==> src/rtl/lcd_pattern_gen_if.sv <==
// rtl/lcd_pattern_gen_if.sv - pixel request/response bus between LCD timing controller and pattern source
interface lcd_pattern_gen_if;
  logic        lcd_vs;    // vertical sync, low during sync
  logic [11:0] lcd_xpos;  // look-ahead x, valid one clock before DE
  logic [11:0] lcd_ypos;  // look-ahead y, valid one clock before DE
  logic [23:0] lcd_data;  // RGB888 {R,G,B}, returned one clock later

  // timing controller side
  modport master (
    output lcd_vs,
    output lcd_xpos,
    output lcd_ypos,
    input  lcd_data
  );

  // pattern source side
  modport slave (
    input  lcd_vs,
    input  lcd_xpos,
    input  lcd_ypos,
    output lcd_data
  );
endinterface

==> src/rtl/lcd_pattern_gen.sv <==
// rtl/lcd_pattern_gen.sv - LCD test pattern source (bars/grid/gradient/box), optional overlay PATTERN_CROSSHAIR_EN
module lcd_pattern_gen #(
  parameter int H_DISP          = 800,
  parameter int V_DISP          = 480,
  parameter int BOX_SIZE        = 64,
  parameter int BOX_STEP        = 2,
  parameter int DEBOUNCE_CYCLES = 800000
) (
  input  logic                clk,
  input  logic                rst_n,
  input  logic                i_key_n,
  lcd_pattern_gen_if.slave    lcd,
  output logic [1:0]          o_mode,
  output logic [15:0]         o_frame_cnt
);

  localparam int          CNT_W  = $clog2(DEBOUNCE_CYCLES + 1);
  localparam int          BAR_W  = H_DISP / 8;
  localparam logic [11:0] X_MAX  = 12'(H_DISP - BOX_SIZE);
  localparam logic [11:0] Y_MAX  = 12'(V_DISP - BOX_SIZE);
  localparam logic [12:0] STEP13 = 13'(BOX_STEP);
  localparam logic [12:0] SIZE13 = 13'(BOX_SIZE);

  localparam logic [23:0] C_WHITE   = 24'hFFFFFF;
  localparam logic [23:0] C_YELLOW  = 24'hFFFF00;
  localparam logic [23:0] C_CYAN    = 24'h00FFFF;
  localparam logic [23:0] C_GREEN   = 24'h00FF00;
  localparam logic [23:0] C_MAGENTA = 24'hFF00FF;
  localparam logic [23:0] C_RED     = 24'hFF0000;
  localparam logic [23:0] C_BLUE    = 24'h0000FF;
  localparam logic [23:0] C_BLACK   = 24'h000000;

  typedef enum logic {DIR_POS = 1'b0, DIR_NEG = 1'b1} dir_t;

  logic             r_vs_d;
  logic             w_tick;
  logic             r_key_s1;
  logic             r_key_s2;
  logic             r_key_stable;
  logic [CNT_W-1:0] r_db_cnt;
  logic             w_db_done;
  logic             w_press;
  logic [1:0]       r_mode_pending;
  logic [1:0]       r_mode;
  logic [15:0]      r_frame_cnt;
  logic [11:0]      r_bx;
  logic [11:0]      r_by;
  dir_t             r_dx;
  dir_t             r_dy;
  logic [11:0]      w_bx_next;
  logic [11:0]      w_by_next;
  dir_t             w_dx_next;
  dir_t             w_dy_next;
  logic [23:0]      w_bar;
  logic [23:0]      w_grid;
  logic [23:0]      w_grad;
  logic [23:0]      w_box;
  logic [23:0]      w_pixel;
  logic [11:0]      w_x;
  logic [11:0]      w_y;

  assign w_x    = lcd.lcd_xpos;
  assign w_y    = lcd.lcd_ypos;
  // a rising lcd_vs marks the end of vertical sync, i.e. the start of a new frame
  assign w_tick = lcd.lcd_vs & ~r_vs_d;

  // vs edge detector; reset high so a vs already high at release gives no spurious tick
  always_ff @(posedge clk or negedge rst_n) begin
    if (!rst_n) r_vs_d <= 1'b1;
    else        r_vs_d <= lcd.lcd_vs;
  end

  // two-flop synchroniser for the asynchronous button
  always_ff @(posedge clk or negedge rst_n) begin
    if (!rst_n) begin
      r_key_s1 <= 1'b1;
      r_key_s2 <= 1'b1;
    end else begin
      r_key_s1 <= i_key_n;
      r_key_s2 <= r_key_s1;
    end
  end

  assign w_db_done = (r_key_s2 != r_key_stable) && (r_db_cnt == CNT_W'(DEBOUNCE_CYCLES - 1));
  assign w_press   = w_db_done && r_key_stable && !r_key_s2;

  // debounce: the level must differ from the stable level for the full window before it is accepted
  always_ff @(posedge clk or negedge rst_n) begin
    if (!rst_n) begin
      r_db_cnt     <= '0;
      r_key_stable <= 1'b1;
    end else if (r_key_s2 == r_key_stable) begin
      r_db_cnt <= '0;
    end else if (w_db_done) begin
      r_db_cnt     <= '0;
      r_key_stable <= r_key_s2;
    end else begin
      r_db_cnt <= r_db_cnt + 1'b1;
    end
  end

  // mode selection queues on a press and becomes visible only at the next frame boundary
  always_ff @(posedge clk or negedge rst_n) begin
    if (!rst_n) begin
      r_mode_pending <= 2'd0;
      r_mode         <= 2'd0;
      r_frame_cnt    <= 16'd0;
    end else begin
      if (w_press) r_mode_pending <= r_mode_pending + 2'd1;
      if (w_tick) begin
        r_mode      <= r_mode_pending;
        r_frame_cnt <= r_frame_cnt + 16'd1;
      end
    end
  end

  // box position and direction state, advanced once per frame
  always_ff @(posedge clk or negedge rst_n) begin
    if (!rst_n) begin
      r_bx <= 12'd0;
      r_by <= 12'd0;
      r_dx <= DIR_POS;
      r_dy <= DIR_POS;
    end else if (w_tick) begin
      r_bx <= w_bx_next;
      r_by <= w_by_next;
      r_dx <= w_dx_next;
      r_dy <= w_dy_next;
    end
  end

  // bounce next-state: clamp to the edge so the box lands exactly on it before reversing
  always_comb begin
    w_bx_next = r_bx;
    w_by_next = r_by;
    w_dx_next = r_dx;
    w_dy_next = r_dy;
    case (r_dx)
      DIR_POS: begin
        if ({1'b0, r_bx} + STEP13 >= {1'b0, X_MAX}) begin
          w_bx_next = X_MAX;
          w_dx_next = DIR_NEG;
        end else begin
          w_bx_next = r_bx + 12'(BOX_STEP);
        end
      end
      default: begin
        if ({1'b0, r_bx} <= STEP13) begin
          w_bx_next = 12'd0;
          w_dx_next = DIR_POS;
        end else begin
          w_bx_next = r_bx - 12'(BOX_STEP);
        end
      end
    endcase
    case (r_dy)
      DIR_POS: begin
        if ({1'b0, r_by} + STEP13 >= {1'b0, Y_MAX}) begin
          w_by_next = Y_MAX;
          w_dy_next = DIR_NEG;
        end else begin
          w_by_next = r_by + 12'(BOX_STEP);
        end
      end
      default: begin
        if ({1'b0, r_by} <= STEP13) begin
          w_by_next = 12'd0;
          w_dy_next = DIR_POS;
        end else begin
          w_by_next = r_by - 12'(BOX_STEP);
        end
      end
    endcase
  end

  // colour bars by constant threshold compares, avoiding a divider
  always_comb begin
    w_bar = C_BLACK;
    if      (w_x >= 12'(H_DISP))    w_bar = C_BLACK;
    else if (w_x <  12'(BAR_W))     w_bar = C_WHITE;
    else if (w_x <  12'(2 * BAR_W)) w_bar = C_YELLOW;
    else if (w_x <  12'(3 * BAR_W)) w_bar = C_CYAN;
    else if (w_x <  12'(4 * BAR_W)) w_bar = C_GREEN;
    else if (w_x <  12'(5 * BAR_W)) w_bar = C_MAGENTA;
    else if (w_x <  12'(6 * BAR_W)) w_bar = C_RED;
    else if (w_x <  12'(7 * BAR_W)) w_bar = C_BLUE;
    else                            w_bar = C_BLACK;
  end

  assign w_grid = ((w_x[4:0] == 5'd0) || (w_y[4:0] == 5'd0) ||
                   (w_x == 12'(H_DISP - 1)) || (w_y == 12'(V_DISP - 1))) ? C_WHITE : C_BLACK;
  assign w_grad = {w_x[9:2], w_y[8:1], 8'h80};
  assign w_box  = ((w_x >= r_bx) && ({1'b0, w_x} < {1'b0, r_bx} + SIZE13) &&
                   (w_y >= r_by) && ({1'b0, w_y} < {1'b0, r_by} + SIZE13)) ? C_RED : C_BLUE;

  // pattern mux plus optional centre crosshair overlay
  always_comb begin
    w_pixel = w_bar;
    case (r_mode)
      2'd0:    w_pixel = w_bar;
      2'd1:    w_pixel = w_grid;
      2'd2:    w_pixel = w_grad;
      default: w_pixel = w_box;
    endcase
`ifdef PATTERN_CROSSHAIR_EN
    if ((w_x == 12'(H_DISP / 2)) || (w_y == 12'(V_DISP / 2))) w_pixel = C_WHITE;
`endif
  end

  // single output register: pixel lands one clock after its look-ahead coordinate
  always_ff @(posedge clk or negedge rst_n) begin
    if (!rst_n) lcd.lcd_data <= 24'd0;
    else        lcd.lcd_data <= w_pixel;
  end

  assign o_mode      = r_mode;
  assign o_frame_cnt = r_frame_cnt;

endmodule

==> src/flat_wrapper.sv <==
// flat-port wrapper written by rule: the top's interface ports become plain ports
module lcd_pattern_gen_flat 
#(
  parameter int H_DISP          = 800,
  parameter int V_DISP          = 480,
  parameter int BOX_SIZE        = 64,
  parameter int BOX_STEP        = 2,
  parameter int DEBOUNCE_CYCLES = 800000
)
  (clk, rst_n, i_key_n, o_mode, o_frame_cnt, lcd_lcd_vs, lcd_lcd_xpos, lcd_lcd_ypos, lcd_lcd_data);
  lcd_pattern_gen_if lcd_i ();
  input  logic clk;
  input  logic rst_n;
  input  logic i_key_n;
  output logic [1:0] o_mode;
  output logic [15:0] o_frame_cnt;
  input wire logic [$bits(lcd_i.lcd_vs)-1:0] lcd_lcd_vs;
  input wire logic [$bits(lcd_i.lcd_xpos)-1:0] lcd_lcd_xpos;
  input wire logic [$bits(lcd_i.lcd_ypos)-1:0] lcd_lcd_ypos;
  output wire logic [$bits(lcd_i.lcd_data)-1:0] lcd_lcd_data;
  assign lcd_i.lcd_vs = lcd_lcd_vs;
  assign lcd_i.lcd_xpos = lcd_lcd_xpos;
  assign lcd_i.lcd_ypos = lcd_lcd_ypos;
  assign lcd_lcd_data = lcd_i.lcd_data;
  lcd_pattern_gen #(.H_DISP(H_DISP), .V_DISP(V_DISP), .BOX_SIZE(BOX_SIZE), .BOX_STEP(BOX_STEP), .DEBOUNCE_CYCLES(DEBOUNCE_CYCLES)) u_core (.clk(clk), .rst_n(rst_n), .i_key_n(i_key_n), .lcd(lcd_i), .o_mode(o_mode), .o_frame_cnt(o_frame_cnt));
endmodule
==> config.mk <==
export PLATFORM = sky130hd
export DESIGN_NAME = lcd_pattern_gen_flat
export DESIGN_NICKNAME = d
export VERILOG_FILES = /design/src/rtl/lcd_pattern_gen_if.sv /design/src/rtl/lcd_pattern_gen.sv /design/src/flat_wrapper.sv
export SDC_FILE = /design/constraint.sdc
export NUM_CORES = 1
export LEC_CHECK = 0
export ABC_AREA = 1
export CAP_MARGIN = 25
export CORE_MARGIN = 3
export CORE_UTILIZATION = 54
export DETAILED_ROUTE_END_ITERATION = 7
export HOLD_SLACK_MARGIN = 0.12
export PLACE_DENSITY = 0.79
export SYNTH_ARGS = -nofsm -noshare
export SYNTH_HDL_FRONTEND = slang
export SYNTH_SLANG_ARGS = --single-unit
export TNS_END_PERCENT = 10
==> constraint.sdc <==
create_clock -name clk -period 4.1 [get_ports clk]
set_input_delay 1.23 -clock clk [delete_from_list [all_inputs] [get_ports clk]]
set_output_delay 1.23 -clock clk [all_outputs]
set_load 0.01 [all_outputs]
==> flow_summary.ini <==
[clock_tree]
cts_tree = built
clock_latency_ns = 0.35
cts.htree.levels = 3
clockBufferDepth = 2
cts_buffers = 9
root_buffer = clkbuf_16
path_clk_slew_ns = 0.06
cts_resized = 0
cts_sinks = 86
cts_setup_buffers = 0
hold_buffers = 0

[placement]
post-place-ws_ns = 0.911
detailed_place_hpwl_um = 10900
routabilityCongestion = 0.944
place_area_mm2 = 0.00695
io_buffers = 69

[job]
cap_violations = 0

[sta]
setup_viol_count_final = 0
maxSlewViolCount = 0
tns_ns = 0
grt_setup_unrepaired = false
hold_slack_ns = 0.361
min_period_ns = 2.84
fin_ws_ns = 1.26
hold_viol = 0
fin_crit_sh_pct = 69.4
fin_skew_ns = 0.0135
maxSlewHeadroom_pct = 41.1
max_freq_mhz = 352
worstMarginPinSlew_ns = 0.881

[worst_setup_path]
max_stage_delay_ns = 0.57
worstPathMaxFanout = 9
arrival_ns = 3.05
crit_start = lcd_lcd_xpos[6]
cp-start-kind = input port
critPathRequiredTime_ns = 4.31
path_cells = clkdlybuf4s50_1 > ha_1 > inv_1 > nand2_1 > nand2_1 > a21oi_1 > nor2_1 > nor2_1 > nand2_1 > nor2_2 > nand3_1 > nand2_1 > nand3_1
rr_startpoint = u_core.r_by[6]
cp_slowest_cell = clkdlybuf4s50_1
crit_path_frequent_cell = nand2_1
crit_type = input port to flop
endpoint_kind = flop

[routing]
ant_nets = 0
wire_per_inst_um = 13.5
drtPass1Iterations = 5
wirelength_um = 14200
drc = 0
drtIter0Drc = 389
via_count = 5586
vias_per_cell = 5.30

[cells_and_area]
fillers = 920
multi_input_area_mm2 = 0.00350
final_cell_mix = nand2_1, nor2_1, inv_1
regArea_mm2 = 0.00216
final_common_cell = nand2_1
post-route-util_pct = 65.7
fin_area_mm2 = 0.00722
area_growth_pct = 17.1
fin_nets = 982
n_antenna_cell = 0
layout-drive-gt1-share_pct = 5.91

[synthesis]
syn_area_per_cell_um2 = 7.31
syn_area_mm2 = 0.00617
synth_nets = 917
synth_cell_types = 41
synth_area_leaders = dfrtp_1, nand2_1, ha_1
synth_seq_cells = 86
synth_top_cell_by_area = dfrtp_1
ys_warn_count = 0
ys_seq_area_share_pct = 35.0
syn_inst = 843
synth.top_cell.area_share_pct = 33.3

[die]
dieHeight_um = 113
ios = 70
coreArea_mm2 = 0.0110
die-area_mm2 = 0.0127
start_util_pct = 56.1
die_x_um = 113
num_rows = 38

[global_routing]
grt_pass1_wl_um = 24600
grt_pass1_vias = 5212
grt_use_total_pct = 23.4
grt_overflow = 0
antenna_found_initial = 0
grt_max_degree = 48

[power_and_ir_drop]
pwr-share-comb_pct = 35.0
clkPwrFrac_pct = 26.9
power.switching_uw = 1080
leakagePower_uw = 0.00355
p_sw_share_pct = 38.1
internal_power_uw = 1750
ir_drop_mv = 0.210
pwr-share-seq_pct = 38.2
powerDensity_mw_per_mm2 = 392

[worst_hold_path]
min_from = u_core.r_key_s1
min_path_type = flop to flop

[outcome]
outcome = finished, final reports clean
cell type report:
cell class	instances	area share (%)
Tap cell	140	2.43
Inverter	104	5.41
Multi-Input combinational cell	634	48.4
Timing Repair Buffer	73	10.1
Clock inverter	4	0.451
Clock buffer	12	3.28
Sequential cell	86	29.9
registers in the layout, summed over array words and instances (netlist names):
| signal | count |
|---|---|
| u_core.r_key_s2 | 1 |
| u_core.r_key_s1 | 1 |
| u_core.o_mode | 2 |
| u_core.r_key_stable | 1 |
| u_core.r_mode_pending | 2 |
| u_core.r_dy | 1 |
| u_core.lcd.lcd_data | 18 |
| u_core.r_by | 11 |
| u_core.o_frame_cnt | 16 |
| u_core.r_dx | 1 |
| u_core.r_vs_d | 1 |
| u_core.r_db_cnt | 20 |
| u_core.r_bx | 11 |
power by group through the flow:
stage	sequential (µW)	clock (µW)	combinational (µW)
finish	1080	760	988
global placement	1090	0	959
global route	1100	810	1130
CTS	1080	774	990
floorplan	1070	0	690
detailed placement	1090	0	979
synth_stat cells (all sizes together):
| master | instances |
|---|---|
| o211ai | 5 |
| xnor2 | 13 |
| a21boi | 1 |
| inv | 104 |
| o21a | 2 |
| clkbuf | 3 |
| o311ai | 1 |
| nor3b | 2 |
| buf | 16 |
| a21oi | 36 |
| nor3 | 20 |
| xor2 | 37 |
| nand3b | 2 |
| nand2 | 204 |
| nor4 | 2 |
| nor2 | 124 |
| and2 | 2 |
| nand3 | 73 |
| a31oi | 3 |
| ha | 46 |
| a211oi | 4 |
| dfrtp | 82 |
| o22ai | 1 |
| nand4 | 19 |
| a21o | 1 |
| o21ai | 32 |
| dfstp | 4 |
| a22oi | 4 |
cells by family (layout without fill, tap and decap cells):
| family | Yosys count | after routing | synth area share (%) |
|---|---|---|---|
| AOI/OAI and AO/OA | 90 | 90 | 8.40 |
| xor gates and xnor gates | 50 | 50 | 7.10 |
| buffers and inverters | 123 | 193 | 8.32 |
| DFF | 86 | 86 | 35.0 |
| adders and majority gates | 46 | 46 | 9.33 |
| and+or+nand+nor | 448 | 448 | 31.9 |
metal layers:
metal	wire length, µm	vias to the layer above	global-route usage (%)	share of wire [%]
met5	0	-	0	0
met4	314	0	9.21	2.2
met3	699	24	3.58	4.9
met2	6610	155	36.8	46
met1	6590	2549	32.5	46
li1	-	2858	-	-
worst paths after layout:
path	slack [ns]	depth (start not counted)	end
min reg2reg	0.36	0	u_core.r_key_s2
min in group asynchronous	0.86	1	u_core.r_db_cnt[14]
max in group asynchronous	2.57	2	u_core.r_vs_d
max reg2reg	1.57	14	u_core.lcd.lcd_data[6]
max	1.26	13	u_core.lcd.lcd_data[6]
min	0.36	0	u_core.r_key_s2
metrics by stage:
stage                     std cells  power (µW)
after global routing           1053        3040
after floorplan                 843        1760
final                          1053        2830
after detailed placement       1037        2070
after global placement         1037        2050
after CTS                      1053        2840
critical path: cells and delay by family:
family / cells / cell delay (ns)
buffers and inverters: 2 / 0.62
adder cells (fa/ha/maj): 1 / 0.38
AO/OA/AOI/OAI: 1 / 0.12
AND/OR/NAND/NOR: 9 / 0.70
(Power assumes the default switching activity.)
